--- src/rtl/mc_sequencer.sv ---
// Multi-cycle RV32I control sequencer: FETCH/DECODE/EXEC/MEM/WB/HALT stepping of a shared datapath.
// Latency: 3..5 cycles per instruction plus MEM_WAIT per memory access; strobes decode combinationally from state.
// Backpressure: none; memory wait is a fixed MEM_WAIT stretch counted by an internal wait counter.
module mc_sequencer #(
  parameter int MEM_WAIT = 0
) (
  input  logic       clk,
  input  logic       rst,
  input  logic [6:0] opcode,
  input  logic [2:0] funct3,
  input  logic       branch_taken,
  input  logic       addr_misaligned,
  output logic       imem_re,
  output logic       ir_we,
  output logic       pc_we,
  output logic [1:0] pc_sel,
  output logic       dmem_re,
  output logic       dmem_we,
  output logic       rf_we,
  output logic [1:0] rd_sel,
  output logic       halt,
  output logic [2:0] state
);

  localparam int CW = (MEM_WAIT > 0) ? $clog2(MEM_WAIT + 1) : 1;
  localparam logic [CW-1:0] CNT_LAST = CW'(MEM_WAIT);

  localparam logic [6:0] OP_LUI    = 7'b0110111;
  localparam logic [6:0] OP_AUIPC  = 7'b0010111;
  localparam logic [6:0] OP_JAL    = 7'b1101111;
  localparam logic [6:0] OP_JALR   = 7'b1100111;
  localparam logic [6:0] OP_BRANCH = 7'b1100011;
  localparam logic [6:0] OP_LOAD   = 7'b0000011;
  localparam logic [6:0] OP_STORE  = 7'b0100011;
  localparam logic [6:0] OP_OPIMM  = 7'b0010011;
  localparam logic [6:0] OP_OP     = 7'b0110011;

  typedef enum logic [2:0] {
    S_FETCH  = 3'd0,
    S_DECODE = 3'd1,
    S_EXEC   = 3'd2,
    S_MEM    = 3'd3,
    S_WB     = 3'd4,
    S_HALT   = 3'd5
  } state_t;

  state_t        state_q;
  logic [CW-1:0] cnt_q;

  logic cnt_last;
  logic is_load, is_store, is_branch, is_jal, is_jalr;
  logic legal;
  logic exec_fault;

  assign cnt_last  = (cnt_q == CNT_LAST);
  assign is_load   = (opcode == OP_LOAD);
  assign is_store  = (opcode == OP_STORE);
  assign is_branch = (opcode == OP_BRANCH);
  assign is_jal    = (opcode == OP_JAL);
  assign is_jalr   = (opcode == OP_JALR);

  // A not-taken branch never uses its target, so its alignment is irrelevant.
  assign exec_fault = addr_misaligned &
                      (is_load | is_store | is_jal | is_jalr | (is_branch & branch_taken));

  // Legal-instruction check applied in DECODE.
  always_comb begin
    legal = 1'b0;
    case (opcode)
      OP_LUI, OP_AUIPC, OP_JAL, OP_OPIMM, OP_OP: legal = 1'b1;
      OP_JALR:   legal = (funct3 == 3'd0);
      OP_BRANCH: legal = (funct3 != 3'd2) && (funct3 != 3'd3);
      OP_LOAD:   legal = funct3 inside {3'd0, 3'd1, 3'd2, 3'd4, 3'd5};
      OP_STORE:  legal = (funct3 <= 3'd2);
      default:   legal = 1'b0;
    endcase
  end

  // Sequencer state and memory wait counter; counter clears on every state change.
  always_ff @(posedge clk) begin
    if (rst) begin
      state_q <= S_FETCH;
      cnt_q   <= '0;
    end else begin
      case (state_q)
        S_FETCH: begin
          if (cnt_last) begin
            state_q <= S_DECODE;
            cnt_q   <= '0;
          end else begin
            cnt_q <= cnt_q + 1'b1;
          end
        end
        S_DECODE: begin
          state_q <= legal ? S_EXEC : S_HALT;
          cnt_q   <= '0;
        end
        S_EXEC: begin
          cnt_q <= '0;
          if (exec_fault)                 state_q <= S_HALT;
          else if (is_branch)             state_q <= S_FETCH;
          else if (is_load || is_store)   state_q <= S_MEM;
          else                            state_q <= S_WB;
        end
        S_MEM: begin
          if (cnt_last) begin
            state_q <= is_load ? S_WB : S_FETCH;
            cnt_q   <= '0;
          end else begin
            cnt_q <= cnt_q + 1'b1;
          end
        end
        S_WB: begin
          state_q <= S_FETCH;
          cnt_q   <= '0;
        end
        default: begin
          state_q <= S_HALT;
          cnt_q   <= '0;
        end
      endcase
    end
  end

  // Datapath strobes; reset forces every strobe low regardless of the held state.
  always_comb begin
    imem_re = 1'b0;
    ir_we   = 1'b0;
    pc_we   = 1'b0;
    pc_sel  = 2'd0;
    dmem_re = 1'b0;
    dmem_we = 1'b0;
    rf_we   = 1'b0;
    rd_sel  = 2'd0;
    if (!rst) begin
      case (state_q)
        S_FETCH: begin
          imem_re = 1'b1;
          ir_we   = cnt_last;
        end
        S_EXEC: begin
          if (is_branch && !exec_fault) begin
            pc_we  = 1'b1;
            pc_sel = branch_taken ? 2'd1 : 2'd0;
          end
        end
        S_MEM: begin
          if (is_load) begin
            dmem_re = 1'b1;
          end else if (is_store) begin
            dmem_we = 1'b1;
            pc_we   = cnt_last;
          end
        end
        S_WB: begin
          rf_we  = 1'b1;
          rd_sel = is_load ? 2'd1 : ((is_jal || is_jalr) ? 2'd2 : 2'd0);
          pc_we  = 1'b1;
          pc_sel = is_jal ? 2'd1 : (is_jalr ? 2'd2 : 2'd0);
        end
        default: ;
      endcase
    end
  end

  assign halt  = (state_q == S_HALT);
  assign state = state_q;

endmodule

--- config.mk ---
export PLATFORM = sky130hd
export DESIGN_NAME = mc_sequencer
export DESIGN_NICKNAME = d
export VERILOG_FILES = /design/src/rtl/mc_sequencer.sv
export SDC_FILE = /design/constraint.sdc
export NUM_CORES = 1
export LEC_CHECK = 0
export CAP_MARGIN = 25
export CELL_PAD_IN_SITES_DETAIL_PLACEMENT = 1
export CELL_PAD_IN_SITES_GLOBAL_PLACEMENT = 1
export CORE_MARGIN = 4
export CORE_UTILIZATION = 30
export CTS_BUF_LIST = sky130_fd_sc_hd__clkbuf_4
export DETAILED_ROUTE_END_ITERATION = 10
export PLACE_DENSITY = 0.84
export SYNTH_ARGS = -nofsm -noshare
export SYNTH_HDL_FRONTEND = slang
export SYNTH_SLANG_ARGS = --single-unit
--- constraint.sdc ---
create_clock -name clk -period 4.4 [get_ports clk]
set_clock_uncertainty 0.15 [all_clocks]
set_input_delay 0.66 -clock clk [delete_from_list [all_inputs] [get_ports clk]]
set_output_delay 0.66 -clock clk [all_outputs]
set_load 0.01 [all_outputs]
Word level (Yosys, flattened, before mapping) --
Index checks and enable logic that the tools add are counted.
Word-level totals: register bits 4, output and inout bits 14
Cells by class: add/sub/neg operators 1, $lt $le $gt $ge 1, equality and inequality tests 22, multiplexer cells 37, bitwise logic cells 8, reduce and logical (&&, ||, !) cells 12
Operators with widths (number):
- $eq 7x6->1 const B | 3
- $eq 7x7->1 const B | 3
- $mux 3 | 7
- $mux 1 | 19
- $pmux 3 s5 | 1
- $eq 7x5->1 const B | 2
- $mux 2 | 7
- $eq 3x3->1 const B | 4
- $eq 3x2->1 const B | 3
- $eq 7x2->1 const B | 1
- $eq 3x1->1 const B | 2
- $logic_not 3->1 | 2
- $ne 3x2->1 const B | 2
- $pmux 1 s5 | 1
- $reduce_bool 5->1 | 1
- $reduce_or 5->1 | 1
- $ne 2x2->1 const B | 2
- $or 1x1->1 | 4
- $pmux 2 s2 | 1
- $le 3x2->1 const B | 1
- $pmux 1 s3 | 1
- $reduce_or 3->1 | 1
- $and 1x1->1 | 2
- $logic_and 1x1->1 | 2
- 6 further kinds | 8

Longest topological paths before layout --
Gate-level depths: netlist of the first run.
depth after elaboration 11, depth in mapped cells 6

Worst setup path after synthesis of the first run --
OpenSTA, ideal clock, no wires.
path kind input -> output, start input opcode[3], end output pc_sel[0], arrival 1.694 ns, required time 3.590 ns, path slack 1.896 ns, cell stages on the path 5, buffers on the path 0, cell sequence nand3b_4 -> or3_1 -> nor3_1 -> a32oi_1 -> nor3_1
Between the ends: longest elaborated chain between the ends 11, elaborated cells on any way between the ends 17
Ends and longest elaborated chain:
- from (decl) | line 9 | input logic [6:0] opcode,
- $eq 7x2->1 / $eq 7x6->1 (equally long branches) | line 56, 57
- $or 1x1->1 (4 in series) | line 64 | (is_load | is_store | is_jal | is_jalr | (is_branch & branch_taken));
- $and 1x1->1 | line 63 | assign exec_fault = addr_misaligned &
- $logic_not 1->1 | line 142 | if (is_branch && !exec_fault) begin
- $logic_and 1x1->1 | line 142
- $mux 1 | line 142
- $pmux 2 s2 * | line 136 | case (state_q)
- $mux 2 * | line 135 | if (!rst) begin
- to (decl) | line 16 | output logic [1:0] pc_sel,
Every way passes the cells marked *; elsewhere a longest branch is shown, timed or not.

Worst setup path after layout of the first run --
Same ends and word-level chain as after synthesis.

==> results.md, run 1 <==
- Clk_lat worst skew: 0.23 ns
- CP arrival: 2.81 ns
- Die span in y: 52.0 um
- Die footprint: 2710 sq um
- Post_cts resized: 0
- Crit-path slowest cell: clkdlybuf4s50_1
- CP max FO: 7
- Ys async rst share: 0%
- Vias per cell: approximately 5.1
- Yosys cell types: 36
- Nets: 119
- Core Area: 1780 sq um
- Sum of buffers and inverters on the critical path: 2
- Vias in the first global route: 640
- Area contributors post-synth: dfxtp_1 (14%), a221oi_2 (7.7%), nor2b_1 (7.5%)
- Post-CTS setup buffer count: 0
- Final ANT Viol Nets: 0
- Initial antenna violation count: 0
- Critical Path Max Stage Delay: about 0.58 ns
- Setup-failing EPs final: 0
- ANT cells: 0
- Final min period: 3.62 ns
- First-pass GRT wire length: 2880 um
- Worst slew pin tran: 0.596 ns
- Worst setup EP type: output pin
- Synth Warn #: 0
- Bufs on Longest Clock Path: 2
- Net Count, Synth: 92
- Power density over the cells: 195 nW/um^2
- R2r setup slk: 2.75 ns
- Startpoint types: primary input
- Outcome: complete, no violations
- Largest net degree at the start of global routing: 19
- Clock transition at path regs: ~0.04 ns
- Post-CTS Hold Fix Bufs: 0
- Remaining DRCs: 0
- Detailed Route WL: 1750 um
- Initial drt markers: 11
- CP required: 3.59 ns
- Final hold violation count: 0
- GRT Total Usage: 14.1%
- WHS: 0.507 ns
- DRT Pass-1 Iters: 4
- Initial Utilization: 32.6%
- RSZ-0062 raised after global routing: no
- DPL Wire Length: 1460 um
- Headroom to the max-slew limit: 60.2%
- Synth top area share: 13.8%
- Mean Syn Cell Area: 7.46 sq um
- Setup TNS: 0 ns
- Fillers: 224
- Peak VDD IR: ~0.22 mV
- Commonest cells in the netlist: nand2_1 (8), nor2b_1 (7), nor3_1 (7)
- Critical path cell sequence: clkdlybuf4s50_1, nand3b_4, or3_1, nor3_1, a32oi_1, nor3_1, clkdlybuf4s50_1
- Drt wl/cell: 13.7 um
- Layout Area Growth over Synthesis: 51.4%
- FP Rows: 15
- Routed vias: between 600 and 700
- MaxCap Viol Count: 0
- Max Clk Rate: 276 MHz
- Gpl congestion: roughly 0.77
- CTS sink cnt: 4
- Die Width: 52.0 um
- Syn Inst Count: 78
- Cts bufs inserted: 3
- CTS Root Cell: clkbuf_4
- Post-synth EDFFs: 0
- Syn Std Cell Area: 582 sq um
- Count leader, synth: nand2_1
- Final worst-path cycle share: 82.3%
- Leakage power: 0.316 nW
- Top cell type by total area after synthesis: dfxtp_1
- Overflow left after global routing: 0
- H-tree depth: 1
- Pins Over Slew Limit: 0
- Share of cells above drive strength 1: 11.7%
- #FFs+latches synth: 4
- CTS tree: built
- IO Count: 28
- CP Class: in -> out
- Seq/Total Area, Yosys: 13.8%
- Most used DFF post-synth: dfxtp_1
- I/O Buffers: 27
- HP Class: reg -> reg
- CP delay by family, top: buffers and inverters
-- registers in the layout (all words and copies together) (netlist names) --
name,count
cnt_q,1
state,3
-- where the power goes --
group | total (W) | switching [W] | internal (W)
combinational | 0.0000734 | 0.0000319 | 0.0000415
sequential | 0.0000526 | 0.0000127 | 0.0000399
clock | 0.0000457 | 0.0000151 | 0.0000305
-- per-layer routing --
metal | part of all wire [%] | up-vias | global-route usage, %
met5 | 0 | - | 0
met1 | 49 | 300 | 18.3
met3 | 2.1 | 2 | 2.58
li1 | - | 339 | -
met4 | 0.97 | 0 | 5.24
met2 | 48 | 9 | 22.8
-- cell type report --
cell class / instances / area, sq um / share of cell area [%]
sequential: 4 / 80.1 / 9.09
inverter: 4 / 15.0 / 1.70
clock buffer: 3 / 22.5 / 2.56
timing repair buffer: 27 / 270 / 30.7
multi-input combinational: 65 / 462 / 52.4
tap: 25 / 31.3 / 3.55
-- cells in the final DEF (no fill, tap or decap), types with 2 or more instances in the layout --
cell,instances
a2111oi_0,2
a21oi_1,2
a221oi_2,3
clkbuf_4,3
clkdlybuf4s50_1,27
dfxtp_1,4
inv_1,4
nand2_1,8
nand2b_1,2
nand3_1,2
nor2_1,5
nor2b_1,7
nor3_1,7
nor3b_1,3
o21a_1,2
o22ai_1,2
o31ai_1,2
-- kinds of logic (layout without fill, tap and decap cells) --
kind of cell              after synthesis  in the layout  share of synthesized area [%]
and+or+nand+nor                        43             43                           45.6
other                                   1              1                          0.645
xor gates and xnor gates                1              1                           1.51
DFF                                     4              4                           13.8
buffers and inverters                   9             34                           6.88
AOI/OAI and AO/OA                      20             20                           31.6
-- worst register-to-register path, stage by stage (launching register included) --
cell and delay (ns):
dfxtp_1 0.51, nand2b_1 0.15, nor3b_1 0.23, o21a_2 0.17, a31oi_2 0.05, a221oi_2 0.30
-- stage by stage --
step | setup slack [ns] | instances | util (%) | power, W | area, sq um
2_1_floorplan | 1.90 | 78 | - | 0.0000924 | 582
3_3_place_gp | 0.861 | 125 | 48.1 | 0.000126 | 858
3_5_place_dp | 0.768 | 125 | 48.1 | 0.000127 | 858
4_1_cts | 0.766 | 128 | 49.4 | 0.000175 | 881
5_1_grt | 0.637 | 128 | 49.4 | 0.000186 | 881
6_report | 0.779 | 128 | 49.4 | 0.000172 | 881
-- path summary, 6_finish.rpt --
kind	to	cells past startpoint	start
worst max-delay path	pc_sel[0]	7	opcode[3]
worst min-delay path	state[1]	1	state[2]
worst max register to register	state[0]	5	state[1]
worst min register to register	state[1]	1	state[2]
Power figures use the tool's default switching activity.
==> run 2, diff against run 1 <==
--- a/config.mk
+++ b/config.mk
@@ -9,10 +9,10 @@
 export CELL_PAD_IN_SITES_DETAIL_PLACEMENT = 1
 export CELL_PAD_IN_SITES_GLOBAL_PLACEMENT = 1
 export CORE_MARGIN = 4
-export CORE_UTILIZATION = 30
+export CORE_UTILIZATION = 25
 export CTS_BUF_LIST = sky130_fd_sc_hd__clkbuf_4
 export DETAILED_ROUTE_END_ITERATION = 10
-export PLACE_DENSITY = 0.84
+export PLACE_DENSITY = 0.75
 export SYNTH_ARGS = -nofsm -noshare
 export SYNTH_HDL_FRONTEND = slang
 export SYNTH_SLANG_ARGS = --single-unit
==> constraint.sdc (replaced) <==
create_clock -name clk -period 3 [get_ports clk]
set_clock_uncertainty 0.15 [all_clocks]
set_input_delay 0.45 -clock clk [delete_from_list [all_inputs] [get_ports clk]]
set_output_delay 0.45 -clock clk [all_outputs]
set_load 0.01 [all_outputs]
==> results.md, run 2 (synthesis results as in run 1) <==
- R2r setup slk: 1.35 ns (-1.40 ns)
- Clk_lat worst skew: 0.24 ns (about the same)
- CP max FO: 4 (-3)
- Overflow left after global routing: 0 (unchanged)
- Largest net degree at the start of global routing: 18 (-1)
- Die Width: 56.2 um (+8.1%)
- Post-CTS Hold Fix Bufs: 0 (unchanged)
- Initial drt markers: 6 (-5)
- Final worst-path cycle share: 93.5%
- Remaining DRCs: 0 (unchanged)
- R2R depth: 5 (unchanged)
- Drt wl/cell: 15.1 um (+10%)
- Setup-failing EPs final: 0 (unchanged)
- Worst setup EP type: output pin
- Hold path endpoint: state[1]
- Max Clk Rate: 357 MHz
- IO Count: 28 (unchanged)
- Pins Over Slew Limit: 0 (unchanged)
- Fillers: 271 (+21%)
- Routed vias: 698 (+7.4%)
- Placed inst area: 937 sq um (+9.2%)
- Gpl congestion: 0.882 (+14%)
- Vias in the first global route: 745 (+16%)
- FP Rows: 17 (+2)
- Finished Cell Area: 977 sq um (+11%)
- Final ANT Viol Nets: 0 (unchanged)
- Cts bufs inserted: 3 (unchanged)
- Core Area: 2210 sq um (+24%)
- Initial antenna violation count: 0 (unchanged)
- First-pass GRT wire length: 3560 um (+23%)
- MaxCap Viol Count: 0 (unchanged)
- DRT Pass-1 Iters: 4 (unchanged)
- WHS: 0.513 ns (+0.00583 ns)
- RR Startpoint: state[1]
- RSZ-0062 raised after global routing: no
- Die span in y: 56.2 um (+8.1%)
- Clock transition at path regs: 0.04 ns (about the same)
- I/O Buffers: 27 (unchanged)
- ANT cells: 0 (unchanged)
- Layout Area Growth over Synthesis: 68.0%
- Initial Utilization: 26.3% (-6.3 points)
- End of the worst register-to-register path: state[0]
- Final min period: 2.80 ns
- Max FFs per register: 3 (unchanged)
- Peak VDD IR: 0.193 mV (-12%)
- CTS sink cnt: 4 (unchanged)
- Nets: 129 (+8.4%)
- CP arrival: 2.20 ns (-0.61 ns)
- Register area: 80.1 sq um (unchanged)
- H-tree depth: 1 (unchanged)
- Startpoint types: primary input
- Outcome: complete, no violations
- Multi-input gate area: 479 sq um (+3.8%)
- GRT Total Usage: 13.9% (-0.18 points)
- Total power: 0.000270 W (+57%)
- Commonest non-fill, non-tap cell in the layout: clkdlybuf4s50_1
- Power density over the cells: 276 nW/um^2 (+42%)
- CP required: 2.40 ns (-1.19 ns)
- Final hold violation count: 0 (unchanged)
- HP Class: reg -> reg
- Core Util, Final: 44.2% (-5.2 points)
- Commonest non-fill, non-tap cells in the layout: clkdlybuf4s50_1 (24), buf_4 (10), nand2_1 (8), nor2b_1 (6)
- Bufs on Longest Clock Path: 2 (unchanged)
- Hold_sp: state[2]
- CTS Root Cell: clkbuf_4
- Hold path depth: 1 (unchanged)
- Die footprint: 3160 sq um (+17%)
- Leakage power: 0.390 nW (+24%)
- DPL Wire Length: 1760 um (+21%)
- CTS tree: built
- Detailed Route WL: 2130 um (+22%)
- Vias per cell: 4.95 (-2.5%)
- CP Class: in -> out
- Share of cells above drive strength 1: 22.1% (+10 points)
- Worst setup startpoint: opcode[2]
==> run 2: changes by cell type in the layout (fill, tap and decap cells not counted) <==
cell / previous run / this run
nor2b_1: 7 / 6
dlygate4sd2_1: 0 / 2
clkdlybuf4s50_1: 27 / 24
dlymetal6s2s_1: 0 / 1
nor2_4: 0 / 1
nor2b_2: 0 / 1
nor3_2: 0 / 2
buf_4: 0 / 10
nor2_2: 1 / 0
nor3_1: 7 / 5
==> run 2: worst max-delay path, cell delays in order <==
cell and delay [ns]:
clkdlybuf4s50_1 0.50, nor3_2 0.23, nor2b_2 0.19, nand3_1 0.12
buf_4 0.15, inv_1 0.04, clkdlybuf4s50_1 0.52
==> run 2: final cells by class <==
class                      instances  area share [%]
clock buffer                       3            2.30
inverter                           4            1.54
multi-input combinational         65            49.0
sequential                         4            8.19
tap                               28            3.59
timing repair buffer              37            35.3
==> run 2: repair_timing <==
item                                    4_1_cts  5_1_grt
endpoints found under the setup margin        2        1
gates resized for setup                       5        2
buffers inserted                              0        0
pin swaps                                     0        0
endpoints found under the hold margin         0        0
==> run 2: how the worst max path moves through the flow <==
stage                      endpoint  slack, ns  depth (start not counted)
after floorplan           pc_sel[0]       0.92                          5
after global placement        pc_we      -0.03                          8
after detailed placement      pc_we      -0.07                          6
after CTS                     pc_we       0.01                          7
after global routing        dmem_we       0.06                          7
final                       dmem_we       0.20                          7
==> run 2: per-stage QoR <==
stage          instances  setup TNS, ns  setup slack (ns)
6_report             141              0             0.195
5_1_grt              141              0            0.0640
4_1_cts              141              0            0.0104
3_5_place_dp         138         -0.125           -0.0678
3_3_place_gp         138        -0.0379           -0.0316
2_1_floorplan         78              0             0.916
==> run 2: report_power, final <==
part | switching, W | internal, W | leakage [nW]
clock network | 0.0000247 | 0.0000449 | 0.0138
logic | 0.0000650 | 0.0000695 | 0.343
registers | 0.00000680 | 0.0000586 | 0.0330
total | 0.0000965 | 0.000173 | 0.390
==> run 2: routing by layer <==
| metal | wire length (um) | up-vias | global-route usage (%) | part of all wire [%] |
|---|---|---|---|---|
| met5 | 0 | - | 0 | 0 |
| met4 | 0 | 0 | 5.76 | 0 |
| met3 | 45 | 0 | 1.62 | 2.1 |
| met2 | 1130 | 8 | 24.5 | 53 |
| met1 | 952 | 329 | 16.7 | 45 |
| li1 | - | 361 | - | - |
